$ cat config.mk
export PLATFORM = sky130hd
export DESIGN_NAME = hpi_txn_engine
export DESIGN_NICKNAME = d
export VERILOG_FILES = /design/src/rtl/hpi_txn_engine.sv
export SDC_FILE = /design/constraint.sdc
export NUM_CORES = 1
export LEC_CHECK = 0
export ABC_AREA = 1
export BUFFER_PORTS_ARGS = -buffer_cell sky130_fd_sc_hd__buf_2
export CAP_MARGIN = 20
export CORE_ASPECT_RATIO = 1.4
export CORE_MARGIN = 1
export CORE_UTILIZATION = 40
export DETAILED_ROUTE_END_ITERATION = 12
export MAX_ROUTING_LAYER = met4
export PLACE_DENSITY = 0.71
export SYNTH_ARGS = -nofsm -noshare
export SYNTH_HDL_FRONTEND = slang
export SYNTH_SLANG_ARGS = --single-unit
$ cat constraint.sdc
create_clock -name clk_clk -period 2.6 [get_ports clk_clk]
set_input_delay 0.52 -clock clk_clk [delete_from_list [all_inputs] [get_ports clk_clk]]
set_output_delay 0.52 -clock clk_clk [all_outputs]
set_load 0.05 [all_outputs]
$ cat src/rtl/hpi_txn_engine.sv
// HPI bus transaction sequencer: queued read/write commands become timed cs/r/w pin sequences.
// Defining HPI_TXN_STATS_EN adds saturating completed-read/write counters with a clear input.
module hpi_txn_engine #(
  parameter int DATA_W     = 16,
  parameter int ADDR_W     = 2,
  parameter int FIFO_DEPTH = 4,
  parameter int SETUP_CYC  = 2,
  parameter int STROBE_CYC = 3,
  parameter int HOLD_CYC   = 1
) (
  input  logic              clk_clk,
  input  logic              reset_reset_n,
  // cmd_valid/cmd_ready: a command transfers on every clk_clk edge where both are high;
  // cmd_ready depends only on the registered queue count, never on cmd_valid.
  input  logic              cmd_valid,
  output logic              cmd_ready,
  input  logic              cmd_write,
  input  logic [ADDR_W-1:0] cmd_addr,
  input  logic [DATA_W-1:0] cmd_wdata,
  output logic              rsp_valid,
  output logic [DATA_W-1:0] rsp_rdata,
  output logic              busy,
  output logic              otg_hpi_cs_n,
  output logic              otg_hpi_r_n,
  output logic              otg_hpi_w_n,
  output logic [ADDR_W-1:0] otg_hpi_address,
  output logic [DATA_W-1:0] otg_hpi_data_out,
  output logic              otg_hpi_data_oe,
  input  logic [DATA_W-1:0] otg_hpi_data_in
`ifdef HPI_TXN_STATS_EN
  ,
  input  logic              stat_clr,
  output logic [15:0]       stat_rd_cnt,
  output logic [15:0]       stat_wr_cnt
`endif
);

  localparam int PTR_W   = (FIFO_DEPTH > 1) ? $clog2(FIFO_DEPTH) : 1;
  localparam int MAX_ST  = (SETUP_CYC > STROBE_CYC) ? SETUP_CYC : STROBE_CYC;
  localparam int MAX_CYC = (MAX_ST > HOLD_CYC) ? MAX_ST : HOLD_CYC;
  localparam int CNT_W   = (MAX_CYC > 1) ? $clog2(MAX_CYC) : 1;
  localparam logic [PTR_W:0] COUNT_FULL = (PTR_W+1)'(FIFO_DEPTH);

  typedef enum logic [1:0] {IDLE, SETUP, STROBE, HOLD} state_t;

  // Command queue
  logic              fifo_write [FIFO_DEPTH];
  logic [ADDR_W-1:0] fifo_addr  [FIFO_DEPTH];
  logic [DATA_W-1:0] fifo_wdata [FIFO_DEPTH];
  logic [PTR_W-1:0]  wr_ptr;
  logic [PTR_W-1:0]  rd_ptr;
  logic [PTR_W:0]    count;
  logic              push;
  logic              pop;

  // Sequencer
  state_t            state;
  state_t            state_d;
  logic [CNT_W-1:0]  phase_cnt;
  logic              phase_last;

  // Latched transaction and the values it will hold after the current edge
  logic              txn_write;
  logic [ADDR_W-1:0] txn_addr;
  logic [DATA_W-1:0] txn_wdata;
  logic              txn_write_d;
  logic [ADDR_W-1:0] txn_addr_d;
  logic [DATA_W-1:0] txn_wdata_d;

  // Next pin values
  logic              cs_n_d;
  logic              r_n_d;
  logic              w_n_d;
  logic [ADDR_W-1:0] address_d;
  logic [DATA_W-1:0] data_out_d;
  logic              data_oe_d;
  logic              capture;

  assign cmd_ready = (count != COUNT_FULL);
  assign push      = cmd_valid && cmd_ready;
  assign pop       = (state == IDLE) && (count != '0);
  assign busy      = (count != '0) || (state != IDLE);

  always_ff @(posedge clk_clk) begin
    if (push) begin
      fifo_write[wr_ptr] <= cmd_write;
      fifo_addr[wr_ptr]  <= cmd_addr;
      fifo_wdata[wr_ptr] <= cmd_wdata;
    end
  end

  // Pointers wrap naturally because FIFO_DEPTH is a power of two.
  always_ff @(posedge clk_clk) begin
    if (!reset_reset_n) begin
      wr_ptr <= '0;
      rd_ptr <= '0;
      count  <= '0;
    end else begin
      if (push) wr_ptr <= wr_ptr + 1'b1;
      if (pop)  rd_ptr <= rd_ptr + 1'b1;
      case ({push, pop})
        2'b10:   count <= count + 1'b1;
        2'b01:   count <= count - 1'b1;
        default: count <= count;
      endcase
    end
  end

  always_comb begin
    phase_last = 1'b0;
    unique case (state)
      SETUP:   phase_last = (phase_cnt == CNT_W'(SETUP_CYC - 1));
      STROBE:  phase_last = (phase_cnt == CNT_W'(STROBE_CYC - 1));
      HOLD:    phase_last = (phase_cnt == CNT_W'(HOLD_CYC - 1));
      default: phase_last = 1'b0;
    endcase
  end

  // FSM: state register
  always_ff @(posedge clk_clk) begin
    if (!reset_reset_n) begin
      state     <= IDLE;
      phase_cnt <= '0;
    end else begin
      state <= state_d;
      if ((state_d != state) || (state == IDLE))
        phase_cnt <= '0;
      else
        phase_cnt <= phase_cnt + 1'b1;
    end
  end

  // FSM: next state
  always_comb begin
    state_d = state;
    unique case (state)
      IDLE:    if (count != '0) state_d = SETUP;
      SETUP:   if (phase_last)  state_d = STROBE;
      STROBE:  if (phase_last)  state_d = HOLD;
      HOLD:    if (phase_last)  state_d = IDLE;
      default: state_d = IDLE;
    endcase
  end

  always_ff @(posedge clk_clk) begin
    if (!reset_reset_n) begin
      txn_write <= 1'b0;
      txn_addr  <= '0;
      txn_wdata <= '0;
    end else if (pop) begin
      txn_write <= fifo_write[rd_ptr];
      txn_addr  <= fifo_addr[rd_ptr];
      txn_wdata <= fifo_wdata[rd_ptr];
    end
  end

  assign txn_write_d = pop ? fifo_write[rd_ptr] : txn_write;
  assign txn_addr_d  = pop ? fifo_addr[rd_ptr]  : txn_addr;
  assign txn_wdata_d = pop ? fifo_wdata[rd_ptr] : txn_wdata;

  // FSM: outputs. Pins are computed from the next state so that the registered
  // pins line up exactly with the state they belong to.
  always_comb begin
    cs_n_d     = 1'b1;
    r_n_d      = 1'b1;
    w_n_d      = 1'b1;
    data_oe_d  = 1'b0;
    address_d  = otg_hpi_address;
    data_out_d = otg_hpi_data_out;
    if (state_d != IDLE) begin
      cs_n_d    = 1'b0;
      address_d = txn_addr_d;
      if (txn_write_d) begin
        data_oe_d  = 1'b1;
        data_out_d = txn_wdata_d;
      end
    end
    if (state_d == STROBE) begin
      r_n_d = txn_write_d;
      w_n_d = !txn_write_d;
    end
  end

  always_ff @(posedge clk_clk) begin
    if (!reset_reset_n) begin
      otg_hpi_cs_n     <= 1'b1;
      otg_hpi_r_n      <= 1'b1;
      otg_hpi_w_n      <= 1'b1;
      otg_hpi_address  <= '0;
      otg_hpi_data_out <= '0;
      otg_hpi_data_oe  <= 1'b0;
    end else begin
      otg_hpi_cs_n     <= cs_n_d;
      otg_hpi_r_n      <= r_n_d;
      otg_hpi_w_n      <= w_n_d;
      otg_hpi_address  <= address_d;
      otg_hpi_data_out <= data_out_d;
      otg_hpi_data_oe  <= data_oe_d;
    end
  end

  // Pad data is sampled on the edge that ends the final strobe cycle.
  assign capture = (state == STROBE) && phase_last && !txn_write;

  always_ff @(posedge clk_clk) begin
    if (!reset_reset_n) begin
      rsp_valid <= 1'b0;
      rsp_rdata <= '0;
    end else begin
      rsp_valid <= capture;
      if (capture) rsp_rdata <= otg_hpi_data_in;
    end
  end

`ifdef HPI_TXN_STATS_EN
  logic txn_done;
  assign txn_done = (state == HOLD) && phase_last;

  always_ff @(posedge clk_clk) begin
    if (!reset_reset_n) begin
      stat_rd_cnt <= '0;
      stat_wr_cnt <= '0;
    end else if (stat_clr) begin
      stat_rd_cnt <= '0;
      stat_wr_cnt <= '0;
    end else if (txn_done) begin
      if (txn_write && (stat_wr_cnt != 16'hFFFF)) stat_wr_cnt <= stat_wr_cnt + 16'd1;
      if (!txn_write && (stat_rd_cnt != 16'hFFFF)) stat_rd_cnt <= stat_rd_cnt + 16'd1;
    end
  end
`endif

endmodule

Word level (Yosys, flattened, before mapping)
Memories as Yosys holds them, arrays and structs flattened. A register that Yosys moved wholly into a read port is not among the register bits.
Index checks and enable logic that the tools add are counted.
{"block": "classes", "n_eq_ne": 10, "addsub": 5, "muxes": 20, "bitwise": 1, "n_reduce_logical": 18}
{"op": "2-to-1 mux 2 bit", "n": 11}
{"op": "2-to-1 mux 16 bit", "n": 1}
{"op": "equality test 2 bit (second input constant)", "n": 5}
{"op": "case mux 2 bit (4 select lines)", "n": 1}
{"op": "adder 2 x 1 -> 2 bit (second input constant)", "n": 3}
{"op": "equality test 2 x 1 -> 1 bit (second input constant)", "n": 3}
{"op": "case mux 3 bit (2 select lines)", "n": 1}
{"op": "AND reduction 2 bit", "n": 3}
{"op": "nonzero test 2 bit", "n": 3}
{"op": "2-to-1 mux 1 bit", "n": 5}
{"op": "logical AND 1 bit", "n": 4}
{"op": "logical NOT 2 bit", "n": 2}
{"op": "adder 3 x 1 -> 3 bit (second input constant)", "n": 1}
{"op": "inequality test 3 bit (second input constant)", "n": 1}
{"op": "case mux 1 bit (3 select lines)", "n": 1}
{"op": "nonzero test 3 bit", "n": 1}
{"op": "subtractor 3 x 1 -> 3 bit (second input constant)", "n": 1}
{"op": "logical NOT 1 bit", "n": 2}
{"op": "logical OR 1 bit", "n": 2}
{"op": "inequality test 2 bit", "n": 1}
{"op": "OR reduction 2 bit", "n": 1}
{"op": "NOT 1 bit", "n": 1}
{"block": "totals", "inputBits": 38, "ramBits": 76, "regBits": 69, "output_inout_bits": 41, "n_memories": 3, "word_cells": 73}
{"memory": "fifo_wdata", "words": 4, "width": 16, "rd": 1, "rd_ports_with_merged_regs": 1, "write_ports": 1, "line_no": "49", "source": "logic [DATA_W-1:0] fifo_wdata [FIFO_DEPTH];"}
{"memory": "fifo_addr", "words": 4, "width": 2, "rd": 1, "rd_ports_with_merged_regs": 1, "write_ports": 1, "line_no": "48", "source": "logic [ADDR_W-1:0] fifo_addr [FIFO_DEPTH];"}
{"memory": "fifo_write", "words": 4, "width": 1, "rd": 1, "rd_ports_with_merged_regs": 1, "write_ports": 1, "line_no": "47", "source": "logic fifo_write [FIFO_DEPTH];"}

Depth between registers and ports, before layout
{"block": "logic_depth", "depth_word": 7, "mapped_depth": 17, "mapped_depth_nobuf": 16}

Worst setup path before layout
OpenSTA, ideal clock, no wires.
{"block": "synth_path", "path_kind": "reg-to-reg", "startpoint": "register count[1]", "endpoint": "memory fifo_addr[0][0] (enable)", "n_path_buf": 0, "synth_period_minus_slack_ns": 2.396, "arrival_time_ns": 2.001, "slack_ns": 0.204, "stages_incl_launch_ff": 5, "t_required_ns": 2.205, "setup_time_ns": 0.395, "cell_sequence": "dfxtp_1 inv_1 nand3_1 nand2_1 nor2_1"}
{"block": "synth_via", "elab_chain_len": 4}
{"element": "start, declared", "line_no": "52", "source": "logic [PTR_W:0] count;"}
{"element": "start signal, assigned", "line_no": "102", "source": "2'b10: count <= count + 1'b1;"}
{"element": "start signal, assigned", "line_no": "103", "source": "2'b01: count <= count - 1'b1;"}
{"element": "start signal, assigned", "line_no": "104", "source": "default: count <= count;"}
{"element": "inequality test 3 bit", "line_no": "79", "source": "assign cmd_ready = (count != COUNT_FULL);"}
{"element": "net cmd_ready", "line_no": "16", "source": "output logic cmd_ready,"}
{"element": "logical AND 1 bit", "line_no": "80", "source": "assign push = cmd_valid && cmd_ready;"}
{"element": "2-to-1 mux 1 bit", "line_no": "85", "source": "if (push) begin"}
{"element": "2-to-1 mux 1 bit (implied by the code)", "line_no": "87", "source": "fifo_addr[wr_ptr] <= cmd_addr;"}
{"element": "end, declared", "line_no": "48"}
The timed path passes the listed nets, and every way through them passes these cells.

Final worst setup path
{"block": "layout_path", "startpoint": "register state[1]", "endpoint": "register otg_hpi_data_out[5]"}
{"block": "layout_via", "elab_chain_len": 6, "word_cells_on_any_way": 15, "cone_classes": "3 x eq/ne; 8 x mux; 4 x reduce/logical"}
{"element": "start, declared", "line_no": "57", "source": "state_t state;"}
{"element": "start signal, assigned", "line_no": "125", "source": "state <= state_d;"}
{"element": "equality test 2 bit or equality test 2 x 1 -> 1 bit (tied branches)", "line_no": "111, 136"}
{"element": "case mux 1 bit (3 select lines)", "line_no": "111", "source": "unique case (state)"}
{"element": "2-to-1 mux 2 bit (on tied branches)", "line_no": "140, 138, 139"}
{"element": "case mux 2 bit (4 select lines)", "line_no": "136", "source": "unique case (state)"}
{"element": "nonzero test 2 bit", "line_no": "170", "source": "if (state_d != IDLE) begin"}
{"element": "AND reduction 2 bit (no source line)"}
{"element": "end signal, assigned", "line_no": "197", "source": "otg_hpi_data_out <= data_out_d;"}
{"element": "end, declared", "line_no": "27", "source": "output logic [DATA_W-1:0] otg_hpi_data_out,"}
Several ways; a longest one is shown, not always the timed one.
A chain may end at the register's enable or synchronous reset.

==> reports/results.txt <==
post-route minimum period = 2.40 ns
TritonCTS clock tree = done
Post-Synthesis Cells = 530
worst setup skew after layout = 0.0103 ns
Seq cells post-synth = 147
Rows = 51
pre-CTS setup slack = 0.236 ns
maximum fanout along the worst path = 28
count of different cell masters after synthesis = 30
area of combinational cells with multiple inputs = 0.00171 mm^2
warning count from the yosys run = 0
maximum clock frequency = 417 MHz
Sum Neg Setup Slack = 0 ns
startpoint of the most critical hold path = cmd_wdata[11]
Crit path required time = 2.95 ns
Critical Path Slowest Stage Cell = sky130_fd_sc_hd__dfxtp_1
unrepaired setup endpoints after global routing = no
largest area contributor in the synthesized netlist = sky130_fd_sc_hd__edfxtp_1
number of remaining DRC errors = 0
Async SR Flop Fraction = 0%
total via count after detailed routing = 3969
Sinks on Clock Net = 147
Worst Setup Path Type = register to register
Sequential Area = 0.00370 mm^2
leakage component of the power = 2.70 nW
actual slew at the worst max-slew pin = 0.873 ns
total routing resource utilization after global routing = 17.0%
CTS-repair resized insts = 0
number of nets produced by synthesis = 579
die area = 0.0148 mm^2
first-pass GRT wire length = 18100 um
number of buffers added on ports = 78
Final Setup Violations = 0
detailed-route vias per instance = 4.90
global placer's final weighted congestion = 0.780
largest vdd supply drop = 0.504 mV
max-slew violation count = 0
Mean Syn Cell Area = 10.8 um^2
post-CTS setup-driven buffer insertion count = 0
number of violations of the max-capacitance limit = 0
total CTS buffers = 17
number of H-tree branching levels = 4
Initial DRT Pass Iterations = 4
hold buffers post-CTS = 0
relative slew slack = 41.6%
worst reg2reg endpoint = otg_hpi_data_out[5]$_SDFFE_PN0P_
type of origin of the critical path = register
most used flip-flop cell after synthesis = sky130_fd_sc_hd__edfxtp_1
share of Yosys cell area claimed by the top area cell type = 39.9%
kind of capture point of the worst setup path = register
Min-Delay Path Depth = 1
maximum buffer depth of the clock tree = 2
worst hold path type = primary input to register
initial antenna violation count = 1
Clock Tree Root = sky130_fd_sc_hd__clkbuf_16
clock slew seen by the registers of the worst setup and hold paths = 0.06 ns
end point of the worst hold path = fifo_wdata[1][11]$_DFFE_PP_
run status = complete, no violations
height of the chip = 143 um
most numerous cell on the critical path = sky130_fd_sc_hd__buf_4
Synth top cells by count = sky130_fd_sc_hd__nor2_1, sky130_fd_sc_hd__edfxtp_1, sky130_fd_sc_hd__dfxtp_1, sky130_fd_sc_hd__o21ai_0, sky130_fd_sc_hd__inv_1
reg-to-reg slack, setup = 0.20 ns
final critical-path share of the clock period = 92.3%
number of global-route vias before repair = 3830
half-perimeter wire length after detailed placement = 8040 um
ordered list of cells on the worst path = inv_1 -> ha_1 -> inv_2 -> nor2_2 -> buf_4 -> nand2_1 -> o21ai_4 -> buf_4 -> a21oi_2 -> nor2_1
startpoint of the lowest-slack register-to-register path = state[1]$_SDFF_PN0_
share of post-route cells with drive strength above 1 = 24.2%
most used standard cell by instance count after synthesis = sky130_fd_sc_hd__nor2_1
insertion delay of the later-clocked pin in the worst-skew pair = 0.41 ns
layout net count = 661
initial cell density of the core = 41.1%
Iter 0 DRT Violations = 188
Power per Cell Area = 1110 mW/mm^2
number of buffers and inverters on the critical path = 4
DR WL/cell = 14.3 um
largest net degree at the start of global routing = 44
number of hold violations in the final report = 0
cell area after synthesis = 0.00572 mm^2
fillcell total = 1229
worst r2r path cells = 10
core outline area = 0.0139 mm^2
residual overflow from global routing = 0
final wirelength = 11600 um
area added between synthesis and finish = 19.9%
final worst setup slack = 0.201 ns
biggest area contributors in the synthesized netlist = sky130_fd_sc_hd__edfxtp_1, sky130_fd_sc_hd__dfxtp_1, sky130_fd_sc_hd__nor2_1
I/O pin count = 79
highest cell delay on the worst timing path = 0.37 ns
cell type group with the largest total delay on the critical path = buffers and inverters
number of enable-type register cells in the synthesized netlist = 76
Routed Antenna Nets = 0
part of the Yosys area used for sequential elements = 64.8%
worst path arrival time = 2.75 ns
Die X-Extent = 103 um
==> report_power, final <==
| part | total [mW] | leakage (nW) | internal (mW) | switching, mW |
|---|---|---|---|---|
| Clock | 2.21 | 0.265 | 1.31 | 0.896 |
| Combinational | 2.46 | 1.16 | 0.773 | 1.69 |
| Sequential | 2.94 | 1.28 | 2.80 | 0.144 |
| Total | 7.61 | 2.70 | 4.88 | 2.73 |
==> layout make-up <==
type,count,share of cell area (%)
flip-flops and latches,147,54.0
clock inverters,12,1.59
repair buffers,94,7.45
multi-input cells,311,24.9
clock buffers,19,6.32
inverters,41,2.25
diodes,1,0.0365
well taps,185,3.38
==> layout by cell type, fill, tap and decap left out, types with 2 or more instances in the layout <==
cell type and count:
sky130_fd_sc_hd__nand2_2 3, sky130_fd_sc_hd__o21ai_1 6, sky130_fd_sc_hd__inv_2 4, sky130_fd_sc_hd__clkbuf_16 17, sky130_fd_sc_hd__dfxtp_1 71, sky130_fd_sc_hd__buf_2 78
sky130_fd_sc_hd__nand3_1 26, sky130_fd_sc_hd__nor3_1 2, sky130_fd_sc_hd__mux2i_1 18, sky130_fd_sc_hd__a21oi_1 25, sky130_fd_sc_hd__o22ai_1 18, sky130_fd_sc_hd__inv_6 2
sky130_fd_sc_hd__nand3_2 2, sky130_fd_sc_hd__buf_4 16, sky130_fd_sc_hd__edfxtp_1 76, sky130_fd_sc_hd__nand4_1 2, sky130_fd_sc_hd__ha_1 10, sky130_fd_sc_hd__nor2_1 86
sky130_fd_sc_hd__clkinv_2 3, sky130_fd_sc_hd__a21oi_2 16, sky130_fd_sc_hd__clkinv_4 4, sky130_fd_sc_hd__inv_1 37, sky130_fd_sc_hd__o21ai_0 54, sky130_fd_sc_hd__clkbuf_1 2
sky130_fd_sc_hd__nand2_1 36
==> state kept, by name, summed over array words and instances (netlist names), 2 cells and up, named ones only <==
name              count
rsp_rdata            16
wr_ptr                2
fifo_addr             8
phase_cnt             2
fifo_wdata           64
otg_hpi_address       2
otg_hpi_data_out     16
state                 2
txn_wdata            16
fifo_write            4
count                 3
rd_ptr                2
txn_addr              2
==> routing by layer <==
| layer | GRT usage (%) | vias up | part of all wire (%) | wire length (um) |
|---|---|---|---|---|
| li1 | - | 1982 | - | - |
| met1 | 17.6 | 1836 | 40 | 4640 |
| met2 | 29.8 | 127 | 52 | 6010 |
| met3 | 4.28 | 24 | 5.7 | 666 |
| met4 | 7.56 | 0 | 2.6 | 300 |
| met5 | - | - | 0 | 0 |
==> stage by stage <==
stage	utilization [%]	area (um^2)	power, mW	cells	hold WS, ns
6_report	49.3	6850	7.61	810	0.321
5_1_grt	49.3	6850	8.05	810	0.309
4_1_cts	49.2	6850	7.66	809	0.315
3_5_place_dp	45.3	6310	5.43	778	0.435
3_3_place_gp	45.3	6310	5.33	778	0.428
2_1_floorplan	-	5720	4.88	530	0.423
==> how the worst max path moves through the flow <==
stage | from | end | slack, ns | cells past startpoint
floorplan | count[1]$_SDFFE_PN0P_ | fifo_addr[0][0]$_DFFE_PP_ | 0.20 | 4
global placement | state[1]$_SDFF_PN0_ | otg_hpi_data_out[3]$_SDFFE_PN0P_ | 0.36 | 10
detailed placement | state[0]$_SDFF_PN0_ | otg_hpi_data_out[5]$_SDFFE_PN0P_ | 0.24 | 10
CTS | state[0]$_SDFF_PN0_ | otg_hpi_data_out[5]$_SDFFE_PN0P_ | 0.22 | 10
global route | state[0]$_SDFF_PN0_ | otg_hpi_data_out[4]$_SDFFE_PN0P_ | 0.04 | 10
finish | state[1]$_SDFF_PN0_ | otg_hpi_data_out[5]$_SDFFE_PN0P_ | 0.20 | 10
==> cells by family after synthesis <==
kind of cell,Yosys count,share of synthesized area (%)
compound gates,121,12.2
xor+xnor,1,0.153
fa+ha+maj,11,2.54
buf+inv,72,5.43
flops,147,64.8
mux,18,3.15
simple gates,160,11.8
Power figures use the tool's default switching activity.
